[config.mk]
export PLATFORM = sky130hd
export DESIGN_NAME = vga_scanout
export DESIGN_NICKNAME = d
export VERILOG_FILES = /design/src/rtl/vga_scanout.sv
export SDC_FILE = /design/constraint.sdc
export NUM_CORES = 1
export LEC_CHECK = 0
export CORE_MARGIN = 1.5
export CORE_UTILIZATION = 42
export DETAILED_ROUTE_END_ITERATION = 6
export PLACE_DENSITY = 0.58
export SYNTH_ARGS = -nofsm -noshare
export SYNTH_HDL_FRONTEND = slang
export SYNTH_SLANG_ARGS = --single-unit
export TNS_END_PERCENT = 100
[constraint.sdc]
create_clock -name clk_25 -period 2.15 [get_ports clk_25]
set_input_delay 0.215 -clock clk_25 [delete_from_list [all_inputs] [get_ports clk_25]]
set_output_delay 0.215 -clock clk_25 [all_outputs]
set_load 0.01 [all_outputs]
[src/rtl/vga_scanout.sv]
// 640x480@60 VGA scanout of a 160x120 1-bit frame buffer, 4x pixel replication.
// Reads a synchronous-RAM port and delays sync/blank so they line up with returned pixels.
module vga_scanout #(
  parameter int ADDR_WIDTH = 15,
  parameter int V_ACTIVE   = 480,
  parameter int V_FP       = 10,
  parameter int V_SYNC     = 2,
  parameter int V_BP       = 33
) (
  input  logic                  clk_25,
  input  logic                  reset_n,
  input  logic                  pixel_in,
  output logic [ADDR_WIDTH-1:0] read_addr,
  output logic                  hsync,
  output logic                  vsync,
  output logic                  vga_r,
  output logic                  vga_g,
  output logic                  vga_b,
  output logic                  vblank
);

  localparam logic [9:0] H_ACT    = 10'd640;
  localparam logic [9:0] H_SYNC_S = 10'd656;
  localparam logic [9:0] H_SYNC_E = 10'd752;
  localparam logic [9:0] H_LAST   = 10'd799;
  localparam logic [9:0] V_ACT    = 10'(V_ACTIVE);
  localparam logic [9:0] V_SYNC_S = 10'(V_ACTIVE + V_FP);
  localparam logic [9:0] V_SYNC_E = 10'(V_ACTIVE + V_FP + V_SYNC);
  localparam logic [9:0] V_LAST   = 10'(V_ACTIVE + V_FP + V_SYNC + V_BP - 1);
  localparam int         STAGES   = 2;

  typedef struct packed {
    logic act;
    logic hs;
    logic vs;
    logic vb;
  } flags_t;

  localparam flags_t FLAGS_RST = '{act: 1'b0, hs: 1'b1, vs: 1'b1, vb: 1'b0};

  logic [9:0]                h, v;
  logic [ADDR_WIDTH-1:0]     row_base;
  flags_t                    cur;
  flags_t [STAGES:1]         flag_pipe;
  logic                      pix;

  always_comb begin
    cur     = FLAGS_RST;
    cur.act = (h < H_ACT) && (v < V_ACT);
    cur.hs  = !((h >= H_SYNC_S) && (h < H_SYNC_E));
    cur.vs  = !((v >= V_SYNC_S) && (v < V_SYNC_E));
    cur.vb  = (v >= V_ACT);
  end

  // row_base tracks (v>>2)*160 by stepping once every 4 active lines
  always_ff @(posedge clk_25 or negedge reset_n) begin
    if (!reset_n) begin
      h        <= '0;
      v        <= '0;
      row_base <= '0;
    end else if (h == H_LAST) begin
      h <= '0;
      if (v == V_LAST) begin
        v        <= '0;
        row_base <= '0;
      end else begin
        v <= v + 10'd1;
        if ((v[1:0] == 2'd3) && (v < V_ACT - 10'd1))
          row_base <= row_base + ADDR_WIDTH'(160);
      end
    end else begin
      h <= h + 10'd1;
    end
  end

  assign pix = pixel_in & flag_pipe[STAGES].act;

  // Flags ride alongside the RAM read so outputs see pixel and sync together
  always_ff @(posedge clk_25 or negedge reset_n) begin
    if (!reset_n) begin
      read_addr <= '0;
      flag_pipe <= {STAGES{FLAGS_RST}};
      hsync     <= 1'b1;
      vsync     <= 1'b1;
      vblank    <= 1'b0;
      vga_r     <= 1'b0;
      vga_g     <= 1'b0;
      vga_b     <= 1'b0;
    end else begin
      read_addr    <= cur.act ? row_base + ADDR_WIDTH'(h[9:2]) : '0;
      flag_pipe[1] <= cur;
      for (int s = 2; s <= STAGES; s++) flag_pipe[s] <= flag_pipe[s-1];
      hsync  <= flag_pipe[STAGES].hs;
      vsync  <= flag_pipe[STAGES].vs;
      vblank <= flag_pipe[STAGES].vb;
      vga_r  <= pix;
      vga_g  <= pix;
      vga_b  <= pix;
    end
  end

endmodule
==> summary.txt, run 1 <==
================================================================================
Global route hottest layer                                                  met2
Global-route track usage on met3                                          0.0452
Least-Margin Pin Slew                                                     646 ps
Clock-pin slew on the worst setup and hold paths                           70 ps
Number of synthesized register bits                                           57
Routed vias/inst                                                            5.45
Met2 Use GR                                                                0.252
WL per Instance                                                          14.2 µm
Number of design rule violations left after detail routing                     0
Commonest cells after routing, fill and taps aside                  51 x sky130_fd_sc_hd__dfrtp_1, 22 x sky130_fd_sc_hd__clkdlybuf4s50_1, 21 x sky130_fd_sc_hd__o21ai_0, 14 x sky130_fd_sc_hd__nor2_1
Overflow left after global routing                                             0
Starting density of the core                                               0.436
Worst Path Max Fanout                                                          7
Shortest period the worst path allows                                    1970 ps
Combinational fraction of design power                                     0.017
Syn Std Cell Area                                                       2770 µm²
Y dimension of the die                                                   84.2 µm
Period utilization                                                         0.914
Fraction of registers with async set/reset                                  1.00
Library cell used as clock root buffer                              sky130_fd_sc_hd__clkbuf_8
Max_slew headroom                                                          0.569
Global-route wire length before repair                                   9230 µm
Post-Synthesis Mean Instance Area                                       10.6 µm²
Worst hold slack after final layout                                       351 ps
Maximum clock frequency                                                  509 MHz
Largest net degree at the start of global routing                             31
Number of clock sinks                                                         57
Worst hold-check path type                                               reg2reg
Port bufs                                                                     23
Total cell area at the placement stage                                  3120 µm²
Iteration count of the initial detailed-routing pass                           5
Die X-Extent                                                             84.2 µm
TritonCTS buffer count                                                         9
Share of synthesized area occupied by flip-flops and latches               0.518
Unique cell type count in the Yosys netlist                                   49
Clock insertion delay at the later pin of the skew report                 340 ps
Number of enable flip-flop cells after synthesis                               0
Sum of internal, switching and leakage power                             2.34 mW
Cell area power density                                               694 nW/µm²
Total routed wirelength                                                  5340 µm
Antenna diode count                                                            0
Switching fraction of total power                                          0.194
Global-route track usage on met1                                           0.226
Synthesis-to-finish area growth                                            21.8%
Final Skew                                                               5.04 ps
DP Wirelength                                                            3700 µm
Portion of total power attributed to sequential cells                      0.460
Standard cell core area                                                 6350 µm²
Max-slew violation count                                                       0
Gp weighted congestion                                                     0.848
Critical path capture point type                                       flip-flop
Placement row count                                                           29
TritonCTS clock tree                                                       built
Part of the total power dissipated in the clock network                    0.523
Number of global-route vias before repair                                   1950
Total global routing track utilization                                     0.169
Number of placed I/O pins                                                     24
Total via count after detailed routing                                      2051
Total of warnings raised by yosys                                              0
Startpoint Class                                                       flip-flop
Required time at the worst-slack endpoint                                2400 ps
Final critical-path setup slack                                           185 ps
CTS HTree Levels                                                               3
Net count after synthesis                                                    274
Post-layout instance area                                               3370 µm²
Leak pwr                                                                 1.48 nW
Die Outline Area                                                        7080 µm²
Internal power of the cells                                              1.88 mW
Fin. Hold Viols                                                                0
Antenna viol nets, final                                                       0
Result of the run                                                   finished clean
# setup viols final                                                            0
Number of filler instances in the final layout                               547
Clock tree buffer depth                                                        2
Setup repair after global routing missed its margin                           no
Worst EP arrival                                                         2220 ps
Number of antenna violations at the first check in global routing              0
Net count, final                                                             307
Max Cap Violations                                                             0
Leading cell type in the layout, fill and taps excluded             sky130_fd_sc_hd__dfrtp_1
Mapped Cells                                                                 261
Detailed router's first-iteration violation count                            190
Final TNS setup                                                             0 ps
WS Path Type                                                             reg2reg
Net switching component of the power                                    0.454 mW
Setup WS pre-CTS                                                          189 ps
Layout cell share with drive strength beyond 1                             0.137
Top_reg_cell synth                                                  sky130_fd_sc_hd__dfrtp_1
Maximum vdd drop                                                        0.473 mV
================================================================================
[worst paths after layout]
kind,startpoint,to,slack (ps),cells after the start
max in group asynchronous,reset_n,vsync$_DFF_PN1_,1050,3
min reg2reg,flag_pipe[3]$_DFF_PN0_,flag_pipe[7]$_DFF_PN0_,350,0
min in group asynchronous,reset_n,vga_b$_DFF_PN0_,430,2
min,flag_pipe[3]$_DFF_PN0_,flag_pipe[7]$_DFF_PN0_,350,0
max,h[0]$_DFF_PN0_,row_base[11]$_DFFE_PN0P_,180,5
max reg2reg,h[0]$_DFF_PN0_,row_base[11]$_DFFE_PN0P_,180,5
[sequential cells by signal, indices dropped and copies added, names as in the netlist]
register   count
flag_pipe      8
h             10
v             10
vga_b          1
vblank         1
hsync          1
vsync          1
row_base      10
read_addr     15
[layout make-up]
class                   instances  area (µm²)  area share
clock buffers                  10         138      0.0409
multi-input cells             180        1230       0.364
well taps                      77        96.3      0.0286
flip-flops and latches         57        1430       0.426
repair buffers                 34         323      0.0958
clock inverters                 6         105      0.0312
inverters                      12        45.0      0.0134
[synthesized netlist by cell type (all sizes together) (4+ instances only)]
| master | number | area [µm²] |
|---|---|---|
| o21ai | 22 | 110 |
| xnor2 | 7 | 61.3 |
| buf | 8 | 45.0 |
| or3 | 8 | 50.1 |
| and2 | 9 | 56.3 |
| ha | 10 | 125 |
| xor2 | 7 | 61.3 |
| nor2 | 14 | 52.6 |
| dfstp | 6 | 158 |
| inv | 11 | 41.3 |
| nand2 | 12 | 45.0 |
| nand4 | 10 | 62.6 |
| a21oi | 12 | 60.1 |
| clkbuf | 4 | 15.0 |
| o21a | 4 | 30.0 |
| or4 | 6 | 45.0 |
| a22o | 6 | 52.6 |
| nand3 | 9 | 57.6 |
| dfrtp | 51 | 1280 |
| nor3 | 6 | 30.0 |
[through the flow]
step	std cells	util
5_1_grt	376	0.530
2_1_floorplan	261	-
4_1_cts	376	0.530
6_report	376	0.530
3_3_place_gp	359	0.491
3_5_place_dp	359	0.491
[kinds of logic (layout without fill, tap and decap cells)]
logic type | after synthesis | in the layout | synth area share
flops | 57 | 57 | 0.518
mux | 4 | 4 | 0.0149
other cells | 1 | 1 | 0.00136
fa+ha+maj | 10 | 10 | 0.0452
simple gates | 89 | 89 | 0.193
xor+xnor | 14 | 14 | 0.0443
compound gates | 62 | 62 | 0.145
buf+inv | 24 | 62 | 0.0380
[power by group through the flow]
stage | combinational (mW) | clock (mW) | sequential [mW]
after floorplan | 0.00544 | 0 | 1.10
after global placement | 0.0403 | 0 | 1.10
after detailed placement | 0.0404 | 0 | 1.10
after CTS | 0.0419 | 1.25 | 1.08
after global routing | 0.0460 | 1.30 | 1.08
final | 0.0396 | 1.22 | 1.08
[what timing repair did]
item                                   4_1_cts  5_1_grt
setup buffers                                0        0
gates resized for setup                      0        0
hold buffers                                 1        0
endpoints found under the hold margin       25        0
[critical path, stage by stage, from the launching register on]
cell                      delay, ps
sky130_fd_sc_hd__dfrtp_1        400
sky130_fd_sc_hd__ha_1           260
sky130_fd_sc_hd__nand3_4        130
sky130_fd_sc_hd__or3_1          470
sky130_fd_sc_hd__or4_1          520
sky130_fd_sc_hd__o21ai_0        100
[routing by layer]
metal | share of wire | vias to the layer above
met5 | 0 | -
met4 | 0.018 | 0
met3 | 0.041 | 7
met2 | 0.48 | 44
met1 | 0.46 | 995
li1 | - | 1005
No activity file was read; power rests on OpenSTA's default activity.
==> run 2, diff against run 1 <==
--- a/config.mk
+++ b/config.mk
@@ -5,6 +5,7 @@
 export SDC_FILE = /design/constraint.sdc
 export NUM_CORES = 1
 export LEC_CHECK = 0
+export ABC_AREA = 1
 export CORE_MARGIN = 1.5
 export CORE_UTILIZATION = 42
 export DETAILED_ROUTE_END_ITERATION = 6
==> run 2 against run 1 <==
  * Worst setup slack better by 190 ps
  * Largest cell class unchanged
  * Critical endpoint is now row_base[5]$_DFFE_PN0P_
  * Critical path depth up 4
  * Sequential power about the same
  * Area after synthesis up 5.9%
  * Fmax up 11%
==> summary.txt, run 2 <==
==================================================================================
WL per Instance                                                            12.1 µm   was 14.2 µm
Maximum vdd drop                                                          0.246 mV   was 0.473 mV
Slowest cell delay on critical path                                         440 ps   was 520 ps
Net count after synthesis                                                      370   was 274
Worst-path cell with the longest stage delay                          sky130_fd_sc_hd__dfrtp_1   was sky130_fd_sc_hd__or4_1
Standard cell core area                                                   6760 µm²   was 6350 µm²
Family of cells with the greatest summed delay on the critical path   simple AND/OR/NAND/NOR gates   unchanged
Area share of the largest cell type after synthesis                          0.436   was 0.461
Fraction of registers with async set/reset                                    1.00   unchanged
Layout cell share with drive strength beyond 1                              0.0867   was 0.137
Placement row count                                                             30   was 29
Setup fix buffers added after clock tree synthesis                               0   unchanged
Y dimension of the die                                                     86.5 µm   was 84.2 µm
List of most frequent post-synthesis cells                            82 x sky130_fd_sc_hd__nand2_1, 51 x sky130_fd_sc_hd__dfrtp_1, 51 x sky130_fd_sc_hd__nor2_1   was 51 x sky130_fd_sc_hd__dfrtp_1, 21 x sky130_fd_sc_hd__o21ai_0, 14 x sky130_fd_sc_hd__nor2_1
Cell area power density                                                 642 nW/µm²   was 694 nW/µm²
Worst hold-check path type                                                 reg2reg   unchanged
Number of enable flip-flop cells after synthesis                                 0   unchanged
Max Cap Violations                                                               0   unchanged
CTS HTree Levels                                                                 3   unchanged
Die X-Extent                                                               86.5 µm   was 84.2 µm
Total routed wirelength                                                    5710 µm   was 5340 µm
Unique cell type count in the Yosys netlist                                     35   was 49
Maximum clock frequency                                                    564 MHz   was 509 MHz
Final cell utilization of the core                                           0.510   was 0.530
Antenna viol nets, final                                                         0   unchanged
Library cell used as clock root buffer                                sky130_fd_sc_hd__clkbuf_8   unchanged
Top reg by flops                                                         read_addr   unchanged
Die Outline Area                                                          7490 µm²   was 7080 µm²
Number of buffer and inverter stages on the critical path                        2   was 0
Clock tree buffer depth                                                          2   unchanged
Number of filler instances in the final layout                                 651   was 547
Starting density of the core                                                 0.434   was 0.436
TritonCTS clock tree                                                         built   unchanged
Worst-path cell chain                                                 inv_1 > ha_1 > nand2_2 > nor3_4 > inv_2 > nand2_4 > nand2_4 > nand2_1 > nand2_1   was ha_1 > nand3_4 > or3_1 > or4_1 > o21ai_0
Antenna diode count                                                              0   unchanged
Synthesis-to-finish area growth                                              17.7%   was 21.8%
Global route hottest layer                                                    met2   unchanged
Clock insertion delay at the later pin of the skew report                   340 ps   about the same
Max FFs per register                                                            15   unchanged
Overflow left after global routing                                               0   unchanged
Total global routing track utilization                                       0.174   was 0.169
Dominant cell type by area after synthesis                            sky130_fd_sc_hd__dfrtp_1   unchanged
DP Wirelength                                                              4230 µm   was 3700 µm
Final TNS setup                                                               0 ps   unchanged
Global-route track usage on met3                                            0.0514   was 0.0452
Period utilization                                                           0.824   was 0.914
Total of warnings raised by yosys                                                0   unchanged
Total via count after detailed routing                                        2291   was 2051
Crit. path cell count                                                            9   was 5
Share of synthesized area occupied by flip-flops and latches                 0.489   was 0.518
Leak pwr                                                                   1.69 nW   was 1.48 nW
Top_reg_cell synth                                                    sky130_fd_sc_hd__dfrtp_1   unchanged
Routed vias/inst                                                              4.85   was 5.45
Mapped Cells                                                                   357   was 261
Met2 Use GR                                                                  0.266   was 0.252
Final Skew                                                                 6.79 ps   was 5.04 ps
Detailed router's first-iteration violation count                               97   was 190
Resize count post-CTS                                                            0   unchanged
Post-Synthesis Mean Instance Area                                         8.21 µm²   was 10.6 µm²
Number of design rule violations left after detail routing                       0   unchanged
TritonCTS buffer count                                                           9   unchanged
Leading cell type in the layout, fill and taps excluded               sky130_fd_sc_hd__nand2_1   was sky130_fd_sc_hd__dfrtp_1
Worst Path Max Fanout                                                           10   was 7
Largest net degree at the start of global routing                               32   was 31
Number of antenna violations at the first check in global routing                0   unchanged
Biggest area contributors in the synthesized netlist                  sky130_fd_sc_hd__dfrtp_1 44%, sky130_fd_sc_hd__nand2_1 11%, sky130_fd_sc_hd__nor2_1 6.5%, sky130_fd_sc_hd__inv_1 5.8%, sky130_fd_sc_hd__dfstp_2 5.4%   was sky130_fd_sc_hd__dfrtp_1 46%, sky130_fd_sc_hd__dfstp_2 5.7%, sky130_fd_sc_hd__ha_1 4.5%, sky130_fd_sc_hd__o21ai_0 3.8%, sky130_fd_sc_hd__nand4_1 2.3%
Max-slew violation count                                                         0   unchanged
# setup viols final                                                              0   unchanged
Syn Std Cell Area                                                         2930 µm²   was 2770 µm²
Fin. Hold Viols                                                                  0   unchanged
Logic depth of the worst register-to-register path                               9   was 5
Number of clock sinks                                                           57   unchanged
Depth of the worst hold-timing path                                              0   unchanged
Least-Margin Pin Slew                                                       671 ps   was 646 ps
Critical path capture point type                                         flip-flop   unchanged
Number of synthesized register bits                                             57   unchanged
Number of placed I/O pins                                                       24   unchanged
Gp weighted congestion                                                       0.814   was 0.848
Worst EP arrival                                                           2000 ps   was 2220 ps
Global-route track usage on met1                                             0.241   was 0.226
Iteration count of the initial detailed-routing pass                             4   was 5
Setup repair after global routing missed its margin                             no   unchanged
Global-route wire length before repair                                    10000 µm   was 9230 µm
Commonest cells after routing, fill and taps aside                    82 x sky130_fd_sc_hd__nand2_1, 51 x sky130_fd_sc_hd__nor2_1, 51 x sky130_fd_sc_hd__dfrtp_1, 45 x sky130_fd_sc_hd__inv_1, 28 x sky130_fd_sc_hd__nand3_1   was 51 x sky130_fd_sc_hd__dfrtp_1, 22 x sky130_fd_sc_hd__clkdlybuf4s50_1, 21 x sky130_fd_sc_hd__o21ai_0, 14 x sky130_fd_sc_hd__nor2_1
WS Path Type                                                               reg2reg   unchanged
Port bufs                                                                       23   unchanged
Startpoint Class                                                         flip-flop   unchanged
Net count, final                                                               400   was 307
Library cell with the highest instance count after synthesis          sky130_fd_sc_hd__nand2_1   was sky130_fd_sc_hd__dfrtp_1
Max_slew headroom                                                            0.553   was 0.569
Shortest period the worst path allows                                      1770 ps   was 1970 ps
Number of global-route vias before repair                                     2156   was 1950
Clock-pin slew on the worst setup and hold paths                             60 ps   was 70 ps
Required time at the worst-slack endpoint                                  2380 ps   was 2400 ps
Result of the run                                                     finished clean   unchanged
==================================================================================
[run 2: cell count changes after synthesis, sizes merged, moves of 5 or more]
| cell | before | now |
|---|---|---|
| or4 | 6 | 0 |
| inv | 11 | 46 |
| xor2 | 7 | 12 |
| or3 | 8 | 0 |
| xnor2 | 7 | 1 |
| o21ai | 22 | 15 |
| nand2 | 12 | 86 |
| a22o | 6 | 0 |
| and2 | 9 | 0 |
| nand3 | 9 | 30 |
| nor2 | 14 | 54 |
[run 2: metrics by stage]
step           instance area, µm²  setup WS, ps  power [mW]  hold slack (ps)  cells
6_report                     3450           378        2.21              348    472
3_3_place_gp                 3220           401        1.13              284    455
5_1_grt                      3450           236        2.31              359    472
3_5_place_dp                 3220           391        1.13              289    455
4_1_cts                      3450           381        2.24              351    472
2_1_floorplan                2930           658        1.10            -80.6    357
[run 2: path summary, 6_finish.rpt]
check                                  startpoint                       to  slack, ps
max reg2reg                      v[0]$_DFFE_PN0N_  row_base[5]$_DFFE_PN0P_        380
max                              v[0]$_DFFE_PN0N_  row_base[5]$_DFFE_PN0P_        380
min                        flag_pipe[3]$_DFF_PN0_   flag_pipe[7]$_DFF_PN0_        350
max in group asynchronous                 reset_n  read_addr[10]$_DFF_PN0_       1050
min reg2reg                flag_pipe[3]$_DFF_PN0_   flag_pipe[7]$_DFF_PN0_        350
min in group asynchronous                 reset_n   read_addr[0]$_DFF_PN0_        440
[run 2: logic make-up after synthesis]
family / share of synthesized area
and+or+nand+nor: 0.292
buffers and inverters: 0.0773
DFF: 0.489
xor gates and xnor gates: 0.0389
other: 0.00128
AOI/OAI and AO/OA: 0.0585
adders and majority gates: 0.0427
[run 2: layer usage]
metal  vias to the layer above  part of all wire  wire length (µm)
li1                       1192                 -                 -
met1                      1049              0.51              2900
met2                        41              0.45              2560
met3                         9             0.034               195
met4                         0             0.010                59
met5                         -                 0                 0
[run 2: cell type report]
type                    instances  area [µm²]  area share
flip-flops and latches         57        1430       0.416
well taps                      80         100      0.0290
multi-input cells             245        1270       0.368
inverters                      48         180      0.0522
repair buffers                 26         250      0.0726
clock inverters                 3        65.1      0.0189
clock buffers                  13         149      0.0432
[run 2: power by group]
| group | switching [mW] | total (mW) | internal, mW |
|---|---|---|---|
| sequential | 0.000885 | 1.08 | 1.08 |
| clock | 0.416 | 1.10 | 0.684 |
| combinational | 0.0254 | 0.0385 | 0.0131 |
| total | 0.442 | 2.21 | 1.77 |
[run 2: what timing repair did]
item | CTS | global route
hold buffers | 1 | 0
endpoints found under the setup margin | 0 | 0
endpoints found under the hold margin | 23 | 0
==> run 3, diff against run 2 <==
==> constraint.sdc (replaced) <==
create_clock -name clk_25 -period 1.8 [get_ports clk_25]
set_input_delay 0.18 -clock clk_25 [delete_from_list [all_inputs] [get_ports clk_25]]
set_output_delay 0.18 -clock clk_25 [all_outputs]
set_load 0.01 [all_outputs]
==> run 3 against run 2 <==
  * Combinational power increased by 19%
  * Power increased by 26%
  * Sequential share of layout area fell by 0.81 points
  * Highest routed layer unchanged
  * Wire length is 3.7% higher
  * Non-clock buffer count is 5 higher
==> summary.txt, run 3 (same netlist as run 2, synthesis figures left out) <==
==================================================================================
Result of the run                                                     finished clean   unchanged
Clock-pin slew on the worst setup and hold paths                             60 ps   about the same
Total cell area at the placement stage                                    3260 µm²   was 3220 µm²
Crit. path cell count                                                            9   unchanged
Number of buffer and inverter stages on the critical path                        2   unchanged
Leak pwr                                                                   1.74 nW   was 1.69 nW
Number of design rule violations left after detail routing                       0   unchanged
Gp weighted congestion                                                       0.815   was 0.814
Worst EP arrival                                                           1860 ps   was 2000 ps
Max-slew violation count                                                         0   unchanged
Worst-path cell with the longest stage delay                          sky130_fd_sc_hd__dfrtp_1   unchanged
Number of filler instances in the final layout                                 653   was 651
Iteration count of the initial detailed-routing pass                             4   unchanged
Global-route wire length before repair                                    10600 µm   was 10000 µm
CTS HTree Levels                                                                 3   unchanged
Overflow left after global routing                                               0   unchanged
Die Outline Area                                                          7490 µm²   unchanged
# setup viols final                                                              0   unchanged
DP Wirelength                                                              4360 µm   was 4230 µm
Worst hold slack after final layout                                         347 ps   was 348 ps
Library cell used as clock root buffer                                sky130_fd_sc_hd__clkbuf_8   unchanged
Origin of the worst setup path                                        v[0]$_DFFE_PN0N_   unchanged
Y dimension of the die                                                     86.5 µm   unchanged
TritonCTS clock tree                                                         built   unchanged
WL per Instance                                                            12.4 µm   was 12.1 µm
Setup repair after global routing missed its margin                             no   unchanged
Number of placed I/O pins                                                       24   unchanged
Total global routing track utilization                                       0.183   was 0.174
Max_slew headroom                                                            0.658   was 0.553
Net count, final                                                               405   was 400
Dpl cells                                                                      460   was 455
Number of global-route vias before repair                                     2275   was 2156
Placement row count                                                             30   unchanged
Detailed router's first-iteration violation count                              128   was 97
Antenna viol nets, final                                                         0   unchanged
Max Cap Violations                                                               0   unchanged
Commonest cells after routing, fill and taps aside                    82 x sky130_fd_sc_hd__nand2_1, 51 x sky130_fd_sc_hd__dfrtp_1, 50 x sky130_fd_sc_hd__nor2_1, 44 x sky130_fd_sc_hd__inv_1, 28 x sky130_fd_sc_hd__nand3_1   was 82 x sky130_fd_sc_hd__nand2_1, 51 x sky130_fd_sc_hd__nor2_1, 51 x sky130_fd_sc_hd__dfrtp_1, 45 x sky130_fd_sc_hd__inv_1, 28 x sky130_fd_sc_hd__nand3_1
Total via count after detailed routing                                        2327   was 2291
Number of antenna violations at the first check in global routing                0   unchanged
Largest net degree at the start of global routing                               26   was 32
Slowest cell delay on critical path                                         450 ps   was 440 ps
Synthesis-to-finish area growth                                              20.0%   was 17.7%
Logic depth of the worst register-to-register path                               9   unchanged
Critical path capture point type                                         flip-flop   unchanged
Worst hold-check path type                                                in2async   was reg2reg
Source of the worst register-to-register timing path                  v[0]$_DFFE_PN0N_   unchanged
Leading cell type in the layout, fill and taps excluded               sky130_fd_sc_hd__nand2_1   unchanged
Top reg by flops                                                         read_addr   unchanged
TritonCTS buffer count                                                           9   unchanged
Combined flip-flop and latch cell area                                    1430 µm²   unchanged
Final Skew                                                                 8.62 ps   was 6.79 ps
Cell area power density                                                 792 nW/µm²   was 642 nW/µm²
Total routed wirelength                                                    5920 µm   was 5710 µm
Port bufs                                                                       23   unchanged
Routed vias/inst                                                              4.88   was 4.85
Startpoint Class                                                         flip-flop   unchanged
Period utilization                                                           0.909   was 0.824
Clock tree buffer depth                                                          2   unchanged
Max FFs per register                                                            15   unchanged
Maximum clock frequency                                                    611 MHz   was 564 MHz
Setup fix buffers added after clock tree synthesis                               0   unchanged
Die X-Extent                                                               86.5 µm   unchanged
Final TNS setup                                                               0 ps   unchanged
Number of standard cells in the layout, taps in and fillers out                477   was 472
Post-layout instance area                                                 3520 µm²   was 3450 µm²
Shortest period the worst path allows                                      1640 ps   was 1770 ps
Critical R2R Capture                                                  row_base[5]$_DFFE_PN0P_   unchanged
Maximum vdd drop                                                          0.412 mV   was 0.246 mV
Setup slack on the worst flop-to-flop path                                  160 ps   was 380 ps
Total area of multi-input combinational cells                             1270 µm²   about the same
Antenna diode count                                                              0   unchanged
Number of clock sinks                                                           57   unchanged
Family of cells with the greatest summed delay on the critical path   simple AND/OR/NAND/NOR gates   unchanged
Starting density of the core                                                 0.434   unchanged
Required time at the worst-slack endpoint                                  2020 ps   was 2380 ps
Worst-path cell chain                                                 inv_2 > ha_1 > nand2_2 > nor3_4 > inv_2 > nand2_4 > nand2_4 > nand2_1 > nand2_1   was inv_1 > ha_1 > nand2_2 > nor3_4 > inv_2 > nand2_4 > nand2_4 > nand2_1 > nand2_1
Critical path destination                                             row_base[5]$_DFFE_PN0P_   unchanged
Worst Path Max Fanout                                                           10   unchanged
Least-Margin Pin Slew                                                       513 ps   was 671 ps
Layout cell share with drive strength beyond 1                               0.111   was 0.0867
WS Path Type                                                               reg2reg   unchanged
Clock insertion delay at the later pin of the skew report                   330 ps   was 340 ps
Standard cell core area                                                   6760 µm²   unchanged
Fin. Hold Viols                                                                  0   unchanged
==================================================================================
## run 3: cell count changes in the layout (fill, tap and decap cells not counted), sizes merged
cell and change:
buf +5, clkbuf -3, clkinv +2, bufinv +1
## run 3: how the worst min path moves through the flow
stage                                 startpoint                endpoint  slack, ps  cells after the start
after floorplan                          reset_n  flag_pipe[0]$_DFF_PN0_       -120                      0
after global placement                   reset_n  read_addr[0]$_DFF_PN0_        180                      1
after detailed placement                 reset_n  read_addr[1]$_DFF_PN0_        180                      1
after CTS                 flag_pipe[3]$_DFF_PN0_  flag_pipe[7]$_DFF_PN0_        350                      0
after global routing      flag_pipe[3]$_DFF_PN0_  flag_pipe[7]$_DFF_PN0_        360                      0
final                                    reset_n  read_addr[0]$_DFF_PN0_        350                      2
## run 3: repair_timing
item | 4_1_cts | 5_1_grt
hold endpoints to repair | 20 | 0
endpoints found under the setup margin | 0 | 12
hold buffers | 1 | 0
gates resized for setup | 0 | 2
## run 3: metal layers
layer | wire [µm] | vias to the layer above | track usage
met2 | 2670 | 46 | 0.287
li1 | - | 1195 | -
met1 | 2960 | 1081 | 0.247
met5 | 0 | - | 0
met4 | 66 | 0 | 0.0762
met3 | 215 | 5 | 0.0371
## run 3: cell type report
class	count	area share
clock buffers	10	0.0391
multi-input cells	245	0.362
flip-flops and latches	57	0.408
repair buffers	31	0.0818
clock inverters	6	0.0299
inverters	48	0.0512
well taps	80	0.0285
## run 3: where the power goes
part / switching (mW) / internal (mW) / leakage, nW
Sequential: 0.00105 / 1.28 / 0.736
Combinational: 0.0302 / 0.0155 / 0.873
Clock: 0.505 / 0.949 / 0.126
Total: 0.536 / 2.25 / 1.74
## run 3: per-stage QoR
step | power, mW | utilization | setup WS [ps]
floorplan | 1.32 | - | 308
global placement | 1.35 | 0.483 | 107
detailed placement | 1.36 | 0.483 | 104
CTS | 2.82 | 0.520 | 78.8
global route | 2.89 | 0.521 | 1.93
finish | 2.79 | 0.521 | 163
